===== src/rtl/bjt_cmd_pkg.sv =====
// Shared constants, state encodings and frame payload type for the BJT tracer
// host-command receiver.
package bjt_cmd_pkg;

  localparam logic [7:0] HDR_BYTE       = 8'hA5;

  localparam logic [7:0] CMD_SET_VSTART = 8'h01;
  localparam logic [7:0] CMD_SET_VSTOP  = 8'h02;
  localparam logic [7:0] CMD_SET_VSTEP  = 8'h03;
  localparam logic [7:0] CMD_START      = 8'h04;
  localparam logic [7:0] CMD_ABORT      = 8'h05;

  localparam logic [15:0] VSTART_RST    = 16'h0000;
  localparam logic [15:0] VSTOP_RST     = 16'hFFFF;
  localparam logic [15:0] VSTEP_RST     = 16'h0001;

  typedef enum logic [1:0] {
    RX_IDLE,
    RX_START,
    RX_DATA,
    RX_STOP
  } rx_state_e;

  typedef enum logic [2:0] {
    PS_HUNT,
    PS_CMD,
    PS_DHI,
    PS_DLO,
    PS_CHK
  } parse_state_e;

  typedef struct packed {
    logic [7:0]  cmd;
    logic [15:0] data;
  } cmd_frame_t;

  // Expected CHK byte for a collected command/data pair.
  function automatic logic [7:0] frame_chk(input cmd_frame_t f);
    return f.cmd ^ f.data[15:8] ^ f.data[7:0];
  endfunction

endpackage


===== src/rtl/uart_rx_byte.sv =====
// 8N1 UART byte receiver: 2-flop synchroniser, edge-triggered start detect,
// mid-bit sampling; flags a low stop bit as a framing error.
module uart_rx_byte
  import bjt_cmd_pkg::*;
#(
  parameter int unsigned CLKS_PER_BIT = 434
) (
  input  logic       clk_i,
  input  logic       rst_i,
  input  logic       rx_i,
  output logic       byte_valid_o,
  output logic [7:0] byte_data_o,
  output logic       frame_err_o
);

  localparam int unsigned HALF_BIT = CLKS_PER_BIT / 2;
  localparam int unsigned CNT_W    = $clog2(CLKS_PER_BIT + 1);
  localparam logic [CNT_W-1:0] BIT_LAST  = CNT_W'(CLKS_PER_BIT - 1);
  localparam logic [CNT_W-1:0] HALF_LAST = CNT_W'(HALF_BIT - 1);

  logic       sync1_q, sync2_q, prev_q;
  logic [1:0] fill_q;
  logic       fall_c;

  // prev_q only reports "high" once sync2_q carries a real line sample, so a
  // line held low through reset never looks like a start edge.
  always_ff @(posedge clk_i) begin
    if (rst_i) begin
      sync1_q <= 1'b1;
      sync2_q <= 1'b1;
      fill_q  <= 2'b00;
      prev_q  <= 1'b0;
    end else begin
      sync1_q <= rx_i;
      sync2_q <= sync1_q;
      fill_q  <= {fill_q[0], 1'b1};
      prev_q  <= fill_q[1] & sync2_q;
    end
  end

  assign fall_c = fill_q[1] & prev_q & ~sync2_q;

  rx_state_e        state_q, state_d;
  logic [CNT_W-1:0] cnt_q, cnt_d;
  logic [2:0]       bit_q, bit_d;
  logic [7:0]       shreg_q, shreg_d;
  logic [7:0]       data_q, data_d;
  logic             valid_q, valid_d;
  logic             ferr_q, ferr_d;

  always_ff @(posedge clk_i) begin
    if (rst_i) begin
      state_q <= RX_IDLE;
      cnt_q   <= '0;
      bit_q   <= '0;
      shreg_q <= '0;
      data_q  <= '0;
      valid_q <= 1'b0;
      ferr_q  <= 1'b0;
    end else begin
      state_q <= state_d;
      cnt_q   <= cnt_d;
      bit_q   <= bit_d;
      shreg_q <= shreg_d;
      data_q  <= data_d;
      valid_q <= valid_d;
      ferr_q  <= ferr_d;
    end
  end

  always_comb begin
    state_d = state_q;
    cnt_d   = cnt_q + CNT_W'(1);
    bit_d   = bit_q;
    shreg_d = shreg_q;
    data_d  = data_q;
    valid_d = 1'b0;
    ferr_d  = 1'b0;
    case (state_q)
      RX_IDLE: begin
        cnt_d = '0;
        if (fall_c) state_d = RX_START;
      end
      RX_START: begin
        if (cnt_q == HALF_LAST) begin
          cnt_d   = '0;
          bit_d   = '0;
          state_d = sync2_q ? RX_IDLE : RX_DATA;
        end
      end
      RX_DATA: begin
        if (cnt_q == BIT_LAST) begin
          cnt_d   = '0;
          shreg_d = {sync2_q, shreg_q[7:1]};
          bit_d   = bit_q + 3'd1;
          if (bit_q == 3'd7) state_d = RX_STOP;
        end
      end
      RX_STOP: begin
        if (cnt_q == BIT_LAST) begin
          cnt_d   = '0;
          state_d = RX_IDLE;
          if (sync2_q) begin
            valid_d = 1'b1;
            data_d  = shreg_q;
          end else begin
            ferr_d  = 1'b1;
          end
        end
      end
      default: state_d = RX_IDLE;
    endcase
  end

  assign byte_valid_o = valid_q;
  assign byte_data_o  = data_q;
  assign frame_err_o  = ferr_q;

endmodule


===== src/rtl/bjt_cmd_rx.sv =====
// Host-command receiver: parses 5-byte A5 frames from the UART and drives the
// sweep configuration registers and start/abort strobes.
module bjt_cmd_rx
  import bjt_cmd_pkg::*;
#(
  parameter int unsigned CLK_HZ       = 50_000_000,
  parameter int unsigned BAUD         = 115200,
  parameter int unsigned TIMEOUT_BITS = 20
) (
  input  logic        globalclock,
  input  logic        rst,
  input  logic        uart_rx,
  input  logic        busy,
  output logic [15:0] vstart,
  output logic [15:0] vstop,
  output logic [15:0] vstep,
  output logic        sweep_start,
  output logic        sweep_abort,
  output logic        cmd_ok,
  output logic        cmd_err
);

  localparam int unsigned CLKS_PER_BIT = CLK_HZ / BAUD;
  localparam int unsigned TO_CYCLES    = TIMEOUT_BITS * CLKS_PER_BIT;
  localparam int unsigned TO_W         = $clog2(TO_CYCLES + 1);
  localparam logic [TO_W-1:0] TO_LAST  = TO_W'(TO_CYCLES - 1);

  logic       byte_valid;
  logic [7:0] byte_data;
  logic       frame_err;

  uart_rx_byte #(
    .CLKS_PER_BIT (CLKS_PER_BIT)
  ) u_rx (
    .clk_i        (globalclock),
    .rst_i        (rst),
    .rx_i         (uart_rx),
    .byte_valid_o (byte_valid),
    .byte_data_o  (byte_data),
    .frame_err_o  (frame_err)
  );

  parse_state_e    pstate_q, pstate_d;
  cmd_frame_t      frame_q, frame_d;
  logic [TO_W-1:0] to_cnt_q, to_cnt_d;
  logic [15:0]     vstart_q, vstart_d;
  logic [15:0]     vstop_q, vstop_d;
  logic [15:0]     vstep_q, vstep_d;
  logic            start_q, start_d;
  logic            abort_q, abort_d;
  logic            ok_q, ok_d;
  logic            err_q, err_d;

  always_ff @(posedge globalclock) begin
    if (rst) begin
      pstate_q <= PS_HUNT;
      frame_q  <= '0;
      to_cnt_q <= '0;
      vstart_q <= VSTART_RST;
      vstop_q  <= VSTOP_RST;
      vstep_q  <= VSTEP_RST;
      start_q  <= 1'b0;
      abort_q  <= 1'b0;
      ok_q     <= 1'b0;
      err_q    <= 1'b0;
    end else begin
      pstate_q <= pstate_d;
      frame_q  <= frame_d;
      to_cnt_q <= to_cnt_d;
      vstart_q <= vstart_d;
      vstop_q  <= vstop_d;
      vstep_q  <= vstep_d;
      start_q  <= start_d;
      abort_q  <= abort_d;
      ok_q     <= ok_d;
      err_q    <= err_d;
    end
  end

  // A received byte takes priority over a timeout expiring in the same cycle.
  always_comb begin
    pstate_d = pstate_q;
    frame_d  = frame_q;
    to_cnt_d = to_cnt_q;
    vstart_d = vstart_q;
    vstop_d  = vstop_q;
    vstep_d  = vstep_q;
    start_d  = 1'b0;
    abort_d  = 1'b0;
    ok_d     = 1'b0;
    err_d    = 1'b0;
    if (byte_valid) begin
      to_cnt_d = '0;
      case (pstate_q)
        PS_HUNT: if (byte_data == HDR_BYTE) pstate_d = PS_CMD;
        PS_CMD: begin
          frame_d.cmd = byte_data;
          pstate_d    = PS_DHI;
        end
        PS_DHI: begin
          frame_d.data[15:8] = byte_data;
          pstate_d           = PS_DLO;
        end
        PS_DLO: begin
          frame_d.data[7:0] = byte_data;
          pstate_d          = PS_CHK;
        end
        PS_CHK: begin
          pstate_d = PS_HUNT;
          if (byte_data != frame_chk(frame_q)) begin
            err_d = 1'b1;
          end else begin
            case (frame_q.cmd)
              CMD_SET_VSTART: begin
                if (busy) err_d = 1'b1;
                else begin
                  vstart_d = frame_q.data;
                  ok_d     = 1'b1;
                end
              end
              CMD_SET_VSTOP: begin
                if (busy) err_d = 1'b1;
                else begin
                  vstop_d = frame_q.data;
                  ok_d    = 1'b1;
                end
              end
              CMD_SET_VSTEP: begin
                if (busy || frame_q.data == 16'h0000) err_d = 1'b1;
                else begin
                  vstep_d = frame_q.data;
                  ok_d    = 1'b1;
                end
              end
              CMD_START: begin
                if (busy || vstart_q > vstop_q) err_d = 1'b1;
                else begin
                  start_d = 1'b1;
                  ok_d    = 1'b1;
                end
              end
              CMD_ABORT: begin
                abort_d = 1'b1;
                ok_d    = 1'b1;
              end
              default: err_d = 1'b1;
            endcase
          end
        end
        default: pstate_d = PS_HUNT;
      endcase
    end else if (pstate_q != PS_HUNT) begin
      if (frame_err || to_cnt_q == TO_LAST) begin
        pstate_d = PS_HUNT;
        to_cnt_d = '0;
        err_d    = 1'b1;
      end else begin
        to_cnt_d = to_cnt_q + TO_W'(1);
      end
    end
  end

  assign vstart      = vstart_q;
  assign vstop       = vstop_q;
  assign vstep       = vstep_q;
  assign sweep_start = start_q;
  assign sweep_abort = abort_q;
  assign cmd_ok      = ok_q;
  assign cmd_err     = err_q;

endmodule


===== config.mk =====
export PLATFORM = sky130hd
export DESIGN_NAME = bjt_cmd_rx
export DESIGN_NICKNAME = d
export VERILOG_FILES = /design/src/rtl/bjt_cmd_pkg.sv /design/src/rtl/uart_rx_byte.sv /design/src/rtl/bjt_cmd_rx.sv
export SDC_FILE = /design/constraint.sdc
export NUM_CORES = 1
export LEC_CHECK = 0
export ABC_CLOCK_PERIOD_IN_PS = 3500
export BUFFER_PORTS_ARGS = -buffer_cell sky130_fd_sc_hd__clkbuf_2
export CORE_MARGIN = 1
export CORE_UTILIZATION = 40
export CTS_BUF_LIST = sky130_fd_sc_hd__clkbuf_8
export CTS_CLUSTER_SIZE = 30
export DETAILED_ROUTE_END_ITERATION = 12
export PLACE_DENSITY_LB_ADDON = 0.12
export SLEW_MARGIN = 10
export SYNTH_ARGS = -nofsm -noshare
export SYNTH_HDL_FRONTEND = slang
export SYNTH_SLANG_ARGS = --single-unit

===== constraint.sdc =====
create_clock -name globalclock -period 3.5 [get_ports globalclock]
set_clock_uncertainty 0.15 [all_clocks]
set_input_delay 0.35 -clock globalclock [delete_from_list [all_inputs] [get_ports globalclock]]
set_output_delay 0.35 -clock globalclock [all_outputs]
set_load 0.02 [all_outputs]

Word level (Yosys, flattened, before mapping):

Cells that the tools add are included.

* logic and storage cells: 129
* output and inout port bits: 52
* input port bits: 4
* flip-flop bits (word level): 130

* $lt $le $gt $ge: 1
* bitwise gates (word level): 14
* reduce and logical (&&, ||, !) cells: 27
* $add $sub $neg: 3
* muxes and demuxes: 36
* eq/ne operators: 24

Operators by type and width (number)
* $pmux 9 s3: 1
* $reduce_and 5->1: 4
* $mux 3: 6
* $mux 9: 2
* $eq 8x2->1 const B: 2
* $eq 8x3->1 const B: 2
* $gt 16x16->1: 1
* $logic_not 16->1: 1
* $xor 8x8->8: 2
* $mux 1: 15
* $add 14x1->14 const B: 1
* $eq 14x14->1 const B: 1
* $mux 14: 1
* $mux 2: 6
* $pmux 3 s4: 1
* $ne 2x1->1 const B: 5
* $add 9x1->9 const B: 1
* $eq 9x8->1 const B: 1
* $eq 9x9->1 const B: 1
* $not 1->1: 9
* $reduce_and 3->1: 3
* $eq 8x1->1 const B: 1
* $eq 8x8->1 const B: 1
* $ne 8x8->1: 1
* 21 further kinds: 36

Longest topological paths before layout:

Gate-level depths: netlist of run 1.

* word-level depth: 7
* gate-level depth with buffers: 9
* depth with buffers taken out: 8

By module:

Synthesis of run 1 repeated with hierarchy kept, for this count alone.

* cell total of the unflattened synthesis: 639
* area, all modules: 5874.4 um^2

By module, submodules not included
* bjt_cmd_rx: instances 1, seq. area each 1861.8 um^2, cells an instance 491, area an instance 4362.9 um^2
* uart_rx_byte: instances 1, seq. area each 740.7 um^2, cells an instance 148, area an instance 1511.4 um^2

Least setup slack after synthesis of run 1:

No wires, ideal clock.

* kind: register to register
* start point: register vstop_q[15] (netlist: vstop[15])
* end point: register ok_q (netlist: cmd_ok)
* data arrival time: 2.000 ns
* required time: 3.280 ns
* clock period less this slack: 2.220 ns
* path buffers: 0
* library setup time: 0.070 ns
* setup slack: 1.280 ns
* stages on the path, launching flop included: 9
* cell sequence: dfxtp_1 -> inv_1 -> ha_1 -> nand4_1 -> nor4_1 -> nor3b_1 -> a31oi_1 -> or3_1 -> a21oi_1

* word-level cells in the longest chain between the ends: 4

Ends and longest elaborated chain
* start, declared: line bjt_cmd_rx.sv:47 `logic [15:0] vstop_q, vstop_d;`
* start signal, assigned: line bjt_cmd_rx.sv:71 `vstop_q <= vstop_d;`
* $gt 16x16->1: line bjt_cmd_rx.sv:136 `if (busy || vstart_q > vstop_q) err_d = 1'b1;`
* $logic_or 1x1->1: line bjt_cmd_rx.sv:136
* $mux 1: line bjt_cmd_rx.sv:136
* $pmux 1 s4: line bjt_cmd_rx.sv:113 `case (frame_q.cmd)`
* end signal, assigned: line bjt_cmd_rx.sv:75 `ok_q <= ok_d;`
* end, declared: line bjt_cmd_rx.sv:51 `logic ok_q, ok_d;`

No other way between the ends.
A chain may end at the register's enable or synchronous reset.

Worst setup path in the final report of run 1:

* start point: register vstop_q[15] (netlist: vstop[15])
* end point: register err_q (netlist: cmd_err)

* word-level cells in the longest chain between the ends: 7

Ends and longest elaborated chain
* $gt 16x16->1: line bjt_cmd_rx.sv:136
* $logic_or 1x1->1: line bjt_cmd_rx.sv:136
* $mux 1: line bjt_cmd_rx.sv:136
* $pmux 1 s4: line bjt_cmd_rx.sv:113
* $mux 1: line bjt_cmd_rx.sv:110 `if (byte_data != frame_chk(frame_q)) begin`
* $mux 1: line bjt_cmd_rx.sv:94 `case (pstate_q)`
* $mux 1: line bjt_cmd_rx.sv:92 `if (byte_valid) begin`
* end signal, assigned: line bjt_cmd_rx.sv:76 `err_q <= err_d;`
* end, declared: line bjt_cmd_rx.sv:52 `logic err_q, err_d;`

No other way between the ends.

==> reports/metrics.yaml, run 1 <==
cells_and_area:
  most-common-layout-cells: "sky130_fd_sc_hd__dfxtp_1, sky130_fd_sc_hd__nand2_1, sky130_fd_sc_hd__nor2_1"
  share_of_cells_above_drive_strength_1_pct: 13.84
  final_cell_area_um2: 6500
  antenna_cells_inserted: 0
  post_layout_utilization_of_the_core_pct: 46.65
  most_frequent_standard_cell_in_the_layout_excluding_fill_and_tap_cells: "sky130_fd_sc_hd__dfxtp_1"
  nNetsFinal: 726
  flow.area_growth_from_synthesis_pct: 13.21
floorplan:
  die_outline_width_um: 121.8
  die_height_um: 121.8
  core_area_um2: 13930
  design.die.area_um2: 14840
  io-pin-count: 56
  starting_utilization_of_the_core_area_pct: 41.20
  rows: 43
setup_path:
  r2r_end: "cmd_err$_SDFF_PP0_"
  critical_path.max_fanout: 4
  ff2ff_setup_slack_ps: 870
  worstSetupStartpointType: "flop"
  reg2reg_from: "vstop[15]$_SDFFE_PP1P_"
  cpLargestDelayFamily: "compound AO/OA/AOI/OAI gates"
  reg2reg_depth: 8
  max_stage_delay_ps: 510
  cp.buffers_inverters: 1
  kind_of_end_point_of_the_critical_path: "flop"
  cp_data_arrival_time_ps: 2840
  crit_path_top_delay_cell: "sky130_fd_sc_hd__nor4_1"
  path_class: "flop to flop"
  crit_top_cell: "sky130_fd_sc_hd__o21ai_0"
  critPathLaunch: "vstop[15]$_SDFFE_PP1P_"
  cells_along_the_critical_path: "inv_1 > ha_1 > nand4_1 > nor4_1 > o21ai_0 > a31oi_1 > a311oi_1 > o21ai_0"
  worstPathRequired_ps: 3710
power_and_ir_drop:
  power_density_nw_per_um2: 425.3
  max-vdd-ir-drop_mv: 0.2078
  design_power_total_mw: 2.764
  leakage_nw: 2.926
timing:
  timing.setup.tns_ps: 0
  min_period_ps: 2631
  unrepaired_setup_endpoints_after_global_routing: "false"
  finalHoldWorstSlack_ps: 246.7
  max_clock_freq_mhz: 380.1
  finalSetupViolations: 0
  slew-limit-headroom_pct: 38.71
  worst_pin_slew_ps: 919.4
  report.final.slew_viol_count: 0
  number_of_hold_violations_in_the_final_report: 0
  finalCritPeriodShare_pct: 75.17
yosys:
  yosys.area.top_type: "sky130_fd_sc_hd__dfxtp_1"
  number_of_cells_produced_by_synthesis: 648
  synth_flop_cell: "sky130_fd_sc_hd__dfxtp_1"
  count_of_flip_flops_with_a_built_in_enable_after_synthesis: 0
  ys_seq_elements: 130
  postSynth.asyncResetShare_pct: 0
  ys_types: 53
  synth_top_area_share_pct: 45.33
  post_synth.cell_area_avg_um2: 8.861
  synth_area_um2: 5742
  synth_nets: 678
  yosysWarnings: 0
  post_synth_main_area_contributors: "sky130_fd_sc_hd__dfxtp_1, sky130_fd_sc_hd__mux2i_1, sky130_fd_sc_hd__nand2_1, sky130_fd_sc_hd__ha_1, sky130_fd_sc_hd__nor2_1"
  synth.yosys.seq_area_share_pct: 45.33
placement:
  hpwl_um: 8901
  globalplace.congestion: 0.7741
  dpl-instance-area_um2: 6103
  buffer_ports.inserted: 55
clock_network:
  cell_at_the_root_of_the_clock_tree: "sky130_fd_sc_hd__clkbuf_8"
  tritoncts_clock_tree: "done"
  cts.hold.buffers_added: 1
  cts_resized: 0
  cts_max_level: 4
  post-cts-setup-buffers: 0
  cts_made_buffers: 17
  ctsLongestPathBuffers: 2
  clock-sinks: 130
  clkLatencyLatePin_ps: 440
  cts.clk_slew.worst_paths_ps: 70
routing:
  wire_per_inst_um: 14.58
  drt.antenna.violating_nets: 0
  initialDrtViolationCount: 206
  detail_route.vias_per_cell: 5.059
  route.detailed.drc: 0
  detail_route.wirelength_um: 12940
  dr_total_vias: 4492
  firstDrtPassIters: 4
global_route:
  first_global_vias: 4262
  grt_max_degree: 87
  globalRouteOverflowTotal: 0
  grt_usage_pct: 18.85
  grt_first_pass_wirelength_um: 21420
  grt_antenna_before_repair: 0
status:
  result_of_the_run: "completed"
hold_path:
  hold_depth: 3
  hold_start: "busy"
  min-delay-path-class: "primary input to flop"
  timing.hold.worst_endpoint: "cmd_ok$_SDFF_PP0_"
job:
  max-cap-violations: 0
==> power by group <==
group	switching, mW	internal [mW]	total [mW]
logic	0.0384	0.0135	0.0519
registers	0.00338	1.48	1.49
clock network	0.546	0.679	1.23
==> worst max-delay path by stage <==
stage          depth (start not counted)                     to  slack [ps]
2_1_floorplan                          8      cmd_ok$_SDFF_PP0_        1280
3_3_place_gp                           6  vstop[0]$_SDFFE_PP1P_         910
3_5_place_dp                           6  vstop[0]$_SDFFE_PP1P_         900
4_1_cts                                6  vstop[0]$_SDFFE_PP1P_         870
5_1_grt                                6  vstep[5]$_SDFFE_PP0P_         580
6_report                               8     cmd_err$_SDFF_PP0_         870
==> area by class of cell <==
class,count,area (um2)
fill,1338,7435
inverter,25,93.84
clock inverter,7,56.30
tap,180,225.2
sequential,130,2603
timing repair buffer,59,307.8
clock buffer,24,330.3
multi-input combinational,463,2884
==> sequential cells by signal (all words and copies together), names as in the netlist, 2 cells and up, named ones only <==
name              cells
to_cnt_q             14
u_rx.bit_q            3
vstart               16
frame_q              24
vstep                16
pstate_q              3
u_rx.byte_data_o      8
u_rx.shreg_q          8
u_rx.cnt_q            9
vstop                16
u_rx.fill_q           2
==> cells by family after synthesis <==
group | share of synthesized area, %
xor gates and xnor gates | 6.712
buffers and inverters | 4.446
DFF | 45.33
adders and majority gates | 5.666
AOI/OAI and AO/OA | 8.521
muxes | 7.496
and+or+nand+nor | 21.83
==> Yosys cell counts (all sizes together) (2+ instances only) <==
cell type and n:
a21oi 41, a22oi 3, a31oi 2, and2 2, and3 4, and4 2
buf 7, clkbuf 23, dfxtp 130, ha 26, inv 25, mux2i 43
nand2 107, nand2b 2, nand3 17, nand4 9, nor2 86, nor2b 8
nor3 7, nor3b 3, nor4 7, nor4b 2, o211ai 15, o21ai 8
or2 3, or3 5, or4bb 2, xnor2 24, xor2 20
==> routing by layer <==
metal	part of all wire [%]	up-vias	track usage (%)
li1	-	2285	-
met1	50	2107	26.17
met2	44	81	27.40
met3	3.7	19	5.290
met4	1.9	0	7.330
met5	0	-	0
==> worst reg2reg max path, delay by kind of cell, from the launching register on <==
kind                     cells  cell delay, ps
AND/OR/NAND/NOR              2             760
AO/OA/AOI/OAI                4             920
adder cells (fa/ha/maj)      1             310
buffers and inverters        1              60
flip-flops                   1             340
==> through the flow <==
step | worst slack (ps) | std cells
3_3_place_gp | 905.4 | 856
6_report | 869.0 | 888
3_5_place_dp | 895.1 | 856
4_1_cts | 866.2 | 888
2_1_floorplan | 1280 | 648
5_1_grt | 584.9 | 888
Power figures use the tool's default switching activity.
==> run 2, diff against run 1 <==
- ABC_CLOCK_PERIOD_IN_PS: 3500 -> 2550
- clock period: 3.5 -> 2.55 ns (I/O delays scaled with it)
==> run 2 against run 1 <==
Effect of this change: non-clock buffer count is 20 higher; hold slack got worse by 160 ps; combinational power grew 44%; utilization grew 1.6 points.
==> reports/metrics.yaml, run 2 (synthesis gave the netlist of run 1 again) <==
global_route:
  grt_usage_pct: 19.31
  grt_antenna_before_repair: 0
  globalRouteOverflowTotal: 0
  first_global_vias: 4320
  grt_max_degree: 81
  grt_first_pass_wirelength_um: 22000
setup_path:
  cp_data_arrival_time_ps: 2570
  worstSetupStartpointType: "flop"
  max_stage_delay_ps: 380
  crit_top_cell: "sky130_fd_sc_hd__o21ai_0"
  cp.buffers_inverters: 2
  path_class: "flop to flop"
  reg2reg_depth: 9
  kind_of_end_point_of_the_critical_path: "flop"
  worstPathRequired_ps: 2770
  cp_num_cells: 9
  cells_along_the_critical_path: "inv_1 > ha_1 > nand4_1 > nor4_1 > buf_4 > o21ai_0 > a31oi_1 > a311oi_1 > o21ai_0"
  crit_path_top_delay_cell: "sky130_fd_sc_hd__a31oi_1"
  critical_path.max_fanout: 3
  cpLargestDelayFamily: "compound AO/OA/AOI/OAI gates"
  ff2ff_setup_slack_ps: 210
power_and_ir_drop:
  leakage_nw: 3.038
  max-vdd-ir-drop_mv: 0.4052
  power_density_nw_per_um2: 585.3
routing:
  drt.antenna.violating_nets: 0
  detail_route.vias_per_cell: 4.998
  initialDrtViolationCount: 305
  wire_per_inst_um: 14.62
  dr_total_vias: 4543
  route.detailed.drc: 0
  firstDrtPassIters: 4
  detail_route.wirelength_um: 13290
cells_and_area:
  most-common-layout-cells: "sky130_fd_sc_hd__dfxtp_1, sky130_fd_sc_hd__nand2_1, sky130_fd_sc_hd__nor2_1"
  nNetsFinal: 746
  flow.area_growth_from_synthesis_pct: 17.04
  largest_register: "frame_q"
  antenna_cells_inserted: 0
  most_frequent_standard_cell_in_the_layout_excluding_fill_and_tap_cells: "sky130_fd_sc_hd__dfxtp_1"
  post_layout_utilization_of_the_core_pct: 48.23
  largest_register_ffs: 24
  share_of_cells_above_drive_strength_1_pct: 16.60
timing:
  post-route-worst-setup-slack_ps: 208.7
  min_period_ps: 2341
  timing.setup.tns_ps: 0
  report.final.slew_viol_count: 0
  slew-limit-headroom_pct: 63.42
  worst_pin_slew_ps: 546.7
  number_of_hold_violations_in_the_final_report: 0
  max_clock_freq_mhz: 427.1
  finalSetupViolations: 0
  finalCritPeriodShare_pct: 91.82
  unrepaired_setup_endpoints_after_global_routing: "false"
clock_network:
  tritoncts_clock_tree: "done"
  ctsLongestPathBuffers: 2
  cts.clk_slew.worst_paths_ps: 80
  cts_made_buffers: 17
  clkLatencyLatePin_ps: 450
  clock-sinks: 130
  post-cts-setup-buffers: 0
  cell_at_the_root_of_the_clock_tree: "sky130_fd_sc_hd__clkbuf_8"
  cts_max_level: 4
placement:
  hpwl_um: 9337
  buffer_ports.inserted: 55
  globalplace.congestion: 0.7895
  detailedPlace.worstSlack_ps: 209.1
floorplan:
  core_area_um2: 13930
  rows: 43
  starting_utilization_of_the_core_area_pct: 41.20
  io-pin-count: 56
  design.die.area_um2: 14840
  die_outline_width_um: 121.8
  die_height_um: 121.8
hold_path:
  hold_depth: 3
  min-delay-path-class: "primary input to flop"
status:
  result_of_the_run: "completed"
job:
  max-cap-violations: 0
-- run 2: final cells by class --
| cell class | instances | area, um2 |
|---|---|---|
| Clock buffer | 18 | 247.7 |
| Clock inverter | 14 | 163.9 |
| Fill cell | 1344 | 7214 |
| Inverter | 25 | 93.84 |
| Multi-Input combinational cell | 463 | 2902 |
| Sequential cell | 130 | 2603 |
| Tap cell | 180 | 225.2 |
| Timing Repair Buffer | 79 | 485.5 |
-- run 2: what timing repair did --
action	4_1_cts	5_1_grt
gates resized for setup	0	2
hold buffers	2	0
hold endpoints to repair	6	0
setup endpoints to repair	0	1
-- run 2: worst paths after layout --
path                      startpoint                      end
max           vstop[13]$_SDFFE_PP1P_       cmd_err$_SDFF_PP0_
min                             busy        cmd_ok$_SDFF_PP0_
max reg2reg   vstop[13]$_SDFFE_PP1P_       cmd_err$_SDFF_PP0_
min reg2reg  u_rx.sync1_q$_SDFF_PP1_  u_rx.sync2_q$_SDFF_PP1_
-- run 2: power by group --
group / internal, mW / switching [mW] / total (mW)
clock network: 0.985 / 0.834 / 1.82
registers: 2.03 / 0.00458 / 2.04
logic: 0.0226 / 0.0521 / 0.0747
total: 3.04 / 0.891 / 3.93
-- run 2: worst reg2reg max path, delay by kind of cell (launching register included) --
kind,cells,cell delay (ps)
DFF,1,340
and+or+nand+nor,2,450
buffers and inverters,2,230
adders and majority gates,1,300
AOI/OAI and AO/OA,4,810
-- run 2: stage by stage --
| step | instances | hold slack (ps) | instance area (um2) | power (mW) |
|---|---|---|---|---|
| after floorplan | 648 | 208.8 | 5742 | 2.136 |
| after global placement | 875 | 259.6 | 6271 | 2.158 |
| after detailed placement | 875 | 260.2 | 6271 | 2.159 |
| after CTS | 909 | 86.11 | 6703 | 3.979 |
| after global routing | 909 | 90.31 | 6720 | 4.083 |
| final | 909 | 89.25 | 6720 | 3.933 |
-- run 2: metal layers --
layer  part of all wire [%]  track usage (%)  vias to the layer above
met5                      0                0                        -
met4                    1.5            7.407                        0
met3                    3.6            4.073                       13
met2                     44            29.27                       84
met1                     51            26.71                     2119
li1                       -                -                     2327
==> run 3, diff against run 2 <==
- CELL_PAD_IN_SITES_DETAIL_PLACEMENT: not set -> 2
- CELL_PAD_IN_SITES_GLOBAL_PLACEMENT: not set -> 2
- CORE_ASPECT_RATIO: not set -> 0.6
- CORE_UTILIZATION: 40 -> 38
==> run 3 against run 2 <==
Effect of this change: fmax fell by 3.0%; largest power group unchanged; sequential share of layout area is 0.50 points lower; count of clock-buffer cells in the layout decreased by 1; utilization fell by 1.7 points; hold slack improved by 64 ps; critical endpoint is now cmd_ok$_SDFF_PP0_; largest cell class unchanged.
==> reports/metrics.yaml, run 3 (synthesis gave the netlist of run 1 again) <==
cells_and_area:
  most_frequent_standard_cell_in_the_layout_excluding_fill_and_tap_cells: "sky130_fd_sc_hd__dfxtp_1"
  num-fill-cells: 1634
  flow.area_growth_from_synthesis_pct: 18.57
  multiInputGateArea_um2: 2895
  layoutNonFillerInstCount: 936
  largest_register: "frame_q"
  nNetsFinal: 755
  final_cell_area_um2: 6808
  share_of_cells_above_drive_strength_1_pct: 17.62
  largest_register_ffs: 24
  antenna_cells_inserted: 0
  storage_element_area_um2: 2603
  post_layout_utilization_of_the_core_pct: 46.52
  most-common-layout-cells: "sky130_fd_sc_hd__dfxtp_1, sky130_fd_sc_hd__nand2_1, sky130_fd_sc_hd__nor2_1"
setup_path:
  worstSetupStartpointType: "flop"
  path_class: "flop to flop"
  kind_of_end_point_of_the_critical_path: "flop"
  cp_data_arrival_time_ps: 2650
  critical_path.max_fanout: 3
  worstPathRequired_ps: 2790
global_route:
  grt_antenna_before_repair: 1
  grt_max_degree: 44
  grt_first_pass_wirelength_um: 29440
  grt_usage_pct: 24.59
  globalRouteOverflowTotal: 0
  first_global_vias: 5317
power_and_ir_drop:
  power_density_nw_per_um2: 597.9
  design_power_total_mw: 4.070
  max-vdd-ir-drop_mv: 0.3190
  leakage_nw: 3.072
clock_network:
  tritoncts_clock_tree: "done"
  cts_max_level: 4
  cell_at_the_root_of_the_clock_tree: "sky130_fd_sc_hd__clkbuf_8"
  clkLatencyLatePin_ps: 450
  cts_made_buffers: 17
  clock-sinks: 130
  cts.clk_slew.worst_paths_ps: 80
  ctsLongestPathBuffers: 2
placement:
  buffer_ports.inserted: 55
  dpl-instance-area_um2: 6349
  globalplace.congestion: 0.8364
  place_inst: 902
  detailedPlace.worstSlack_ps: 156.8
  hpwl_um: 13180
routing:
  highest_layer: "met4"
  detail_route.vias_per_cell: 5.218
  firstDrtPassIters: 4
  route.detailed.drc: 0
  dr_total_vias: 4884
  met1Wirelength_um: 9363
  detail_route.wirelength_um: 18170
  initialDrtViolationCount: 196
  wl_met2_um: 7947
  routed-wl-met3_um: 714
  drt.antenna.violating_nets: 0
  wire_per_inst_um: 19.41
floorplan:
  die_height_um: 97.22
  design.die.area_um2: 15620
  starting_utilization_of_the_core_area_pct: 39.24
  rows: 34
  io-pin-count: 56
  die_outline_width_um: 160.7
  core_area_um2: 14630
timing:
  finalCritPeriodShare_pct: 94.66
  worst_pin_slew_ps: 641.1
  finalHoldWorstSlack_ps: 152.8
  post-route-worst-setup-slack_ps: 136.1
  slew-limit-headroom_pct: 57.10
  timing.setup.tns_ps: 0
  finalSetupViolations: 0
  unrepaired_setup_endpoints_after_global_routing: "false"
  min_period_ps: 2414
  report.final.slew_viol_count: 0
  max_clock_freq_mhz: 414.3
  number_of_hold_violations_in_the_final_report: 0
status:
  result_of_the_run: "completed"
hold_path:
  min-delay-path-class: "primary input to flop"
job:
  max-cap-violations: 0
[run 3: cell types whose count changed in the layout (fill, tap and decap cells not counted), sizes merged]
cell      delta
buf          +9
clkinv       -3
inv          +2
bufinv       +1
clkbuf       -1
clkinvlp     +1
[run 3: power by group]
part	total, mW	switching [mW]	internal (mW)
logic	0.0813	0.0579	0.0235
registers	2.04	0.00576	2.03
clock network	1.95	0.892	1.06
[run 3: routing by layer]
| layer | GRT usage [%] | vias to the layer above |
|---|---|---|
| met4 | 7.112 | 0 |
| li1 | - | 2344 |
| met1 | 35.49 | 2448 |
| met5 | 0 | - |
| met2 | 37.10 | 83 |
| met3 | 4.695 | 9 |
[run 3: layout make-up]
class	instances	area share [%]
Clock buffer	17	3.437
Inverter	25	1.378
Sequential cell	130	38.23
Clock inverter	15	2.849
Multi-Input combinational cell	463	42.53
Timing Repair Buffer	88	7.940
Tap cell	198	3.639
[run 3: timing repair]
item	in CTS	in global routing
endpoints found under the setup margin	0	5
gates resized for setup	0	2
setup buffers	0	0
hold endpoints to repair	4	0
hold buffers	2	0
[run 3: critical path: stages (launching register included)]
cell	delay [ps]
sky130_fd_sc_hd__dfxtp_1	350
sky130_fd_sc_hd__inv_1	70
sky130_fd_sc_hd__ha_1	350
sky130_fd_sc_hd__nand4_1	130
sky130_fd_sc_hd__nor4_1	290
sky130_fd_sc_hd__buf_4	180
sky130_fd_sc_hd__nor3b_1	220
sky130_fd_sc_hd__a31oi_2	100
sky130_fd_sc_hd__or3_1	370
sky130_fd_sc_hd__a21oi_1	130
[run 3: final timing paths]
path                                start                       to  slack, ps  cells past startpoint
hold / removal                       busy        cmd_ok$_SDFF_PP0_        150                      3
setup / recovery   vstop[11]$_SDFFE_PP1P_        cmd_ok$_SDFF_PP0_        140                      9
hold reg to reg   u_rx.sync1_q$_SDFF_PP1_  u_rx.sync2_q$_SDFF_PP1_        280                      1
setup reg to reg   vstop[11]$_SDFFE_PP1P_        cmd_ok$_SDFF_PP0_        140                      9
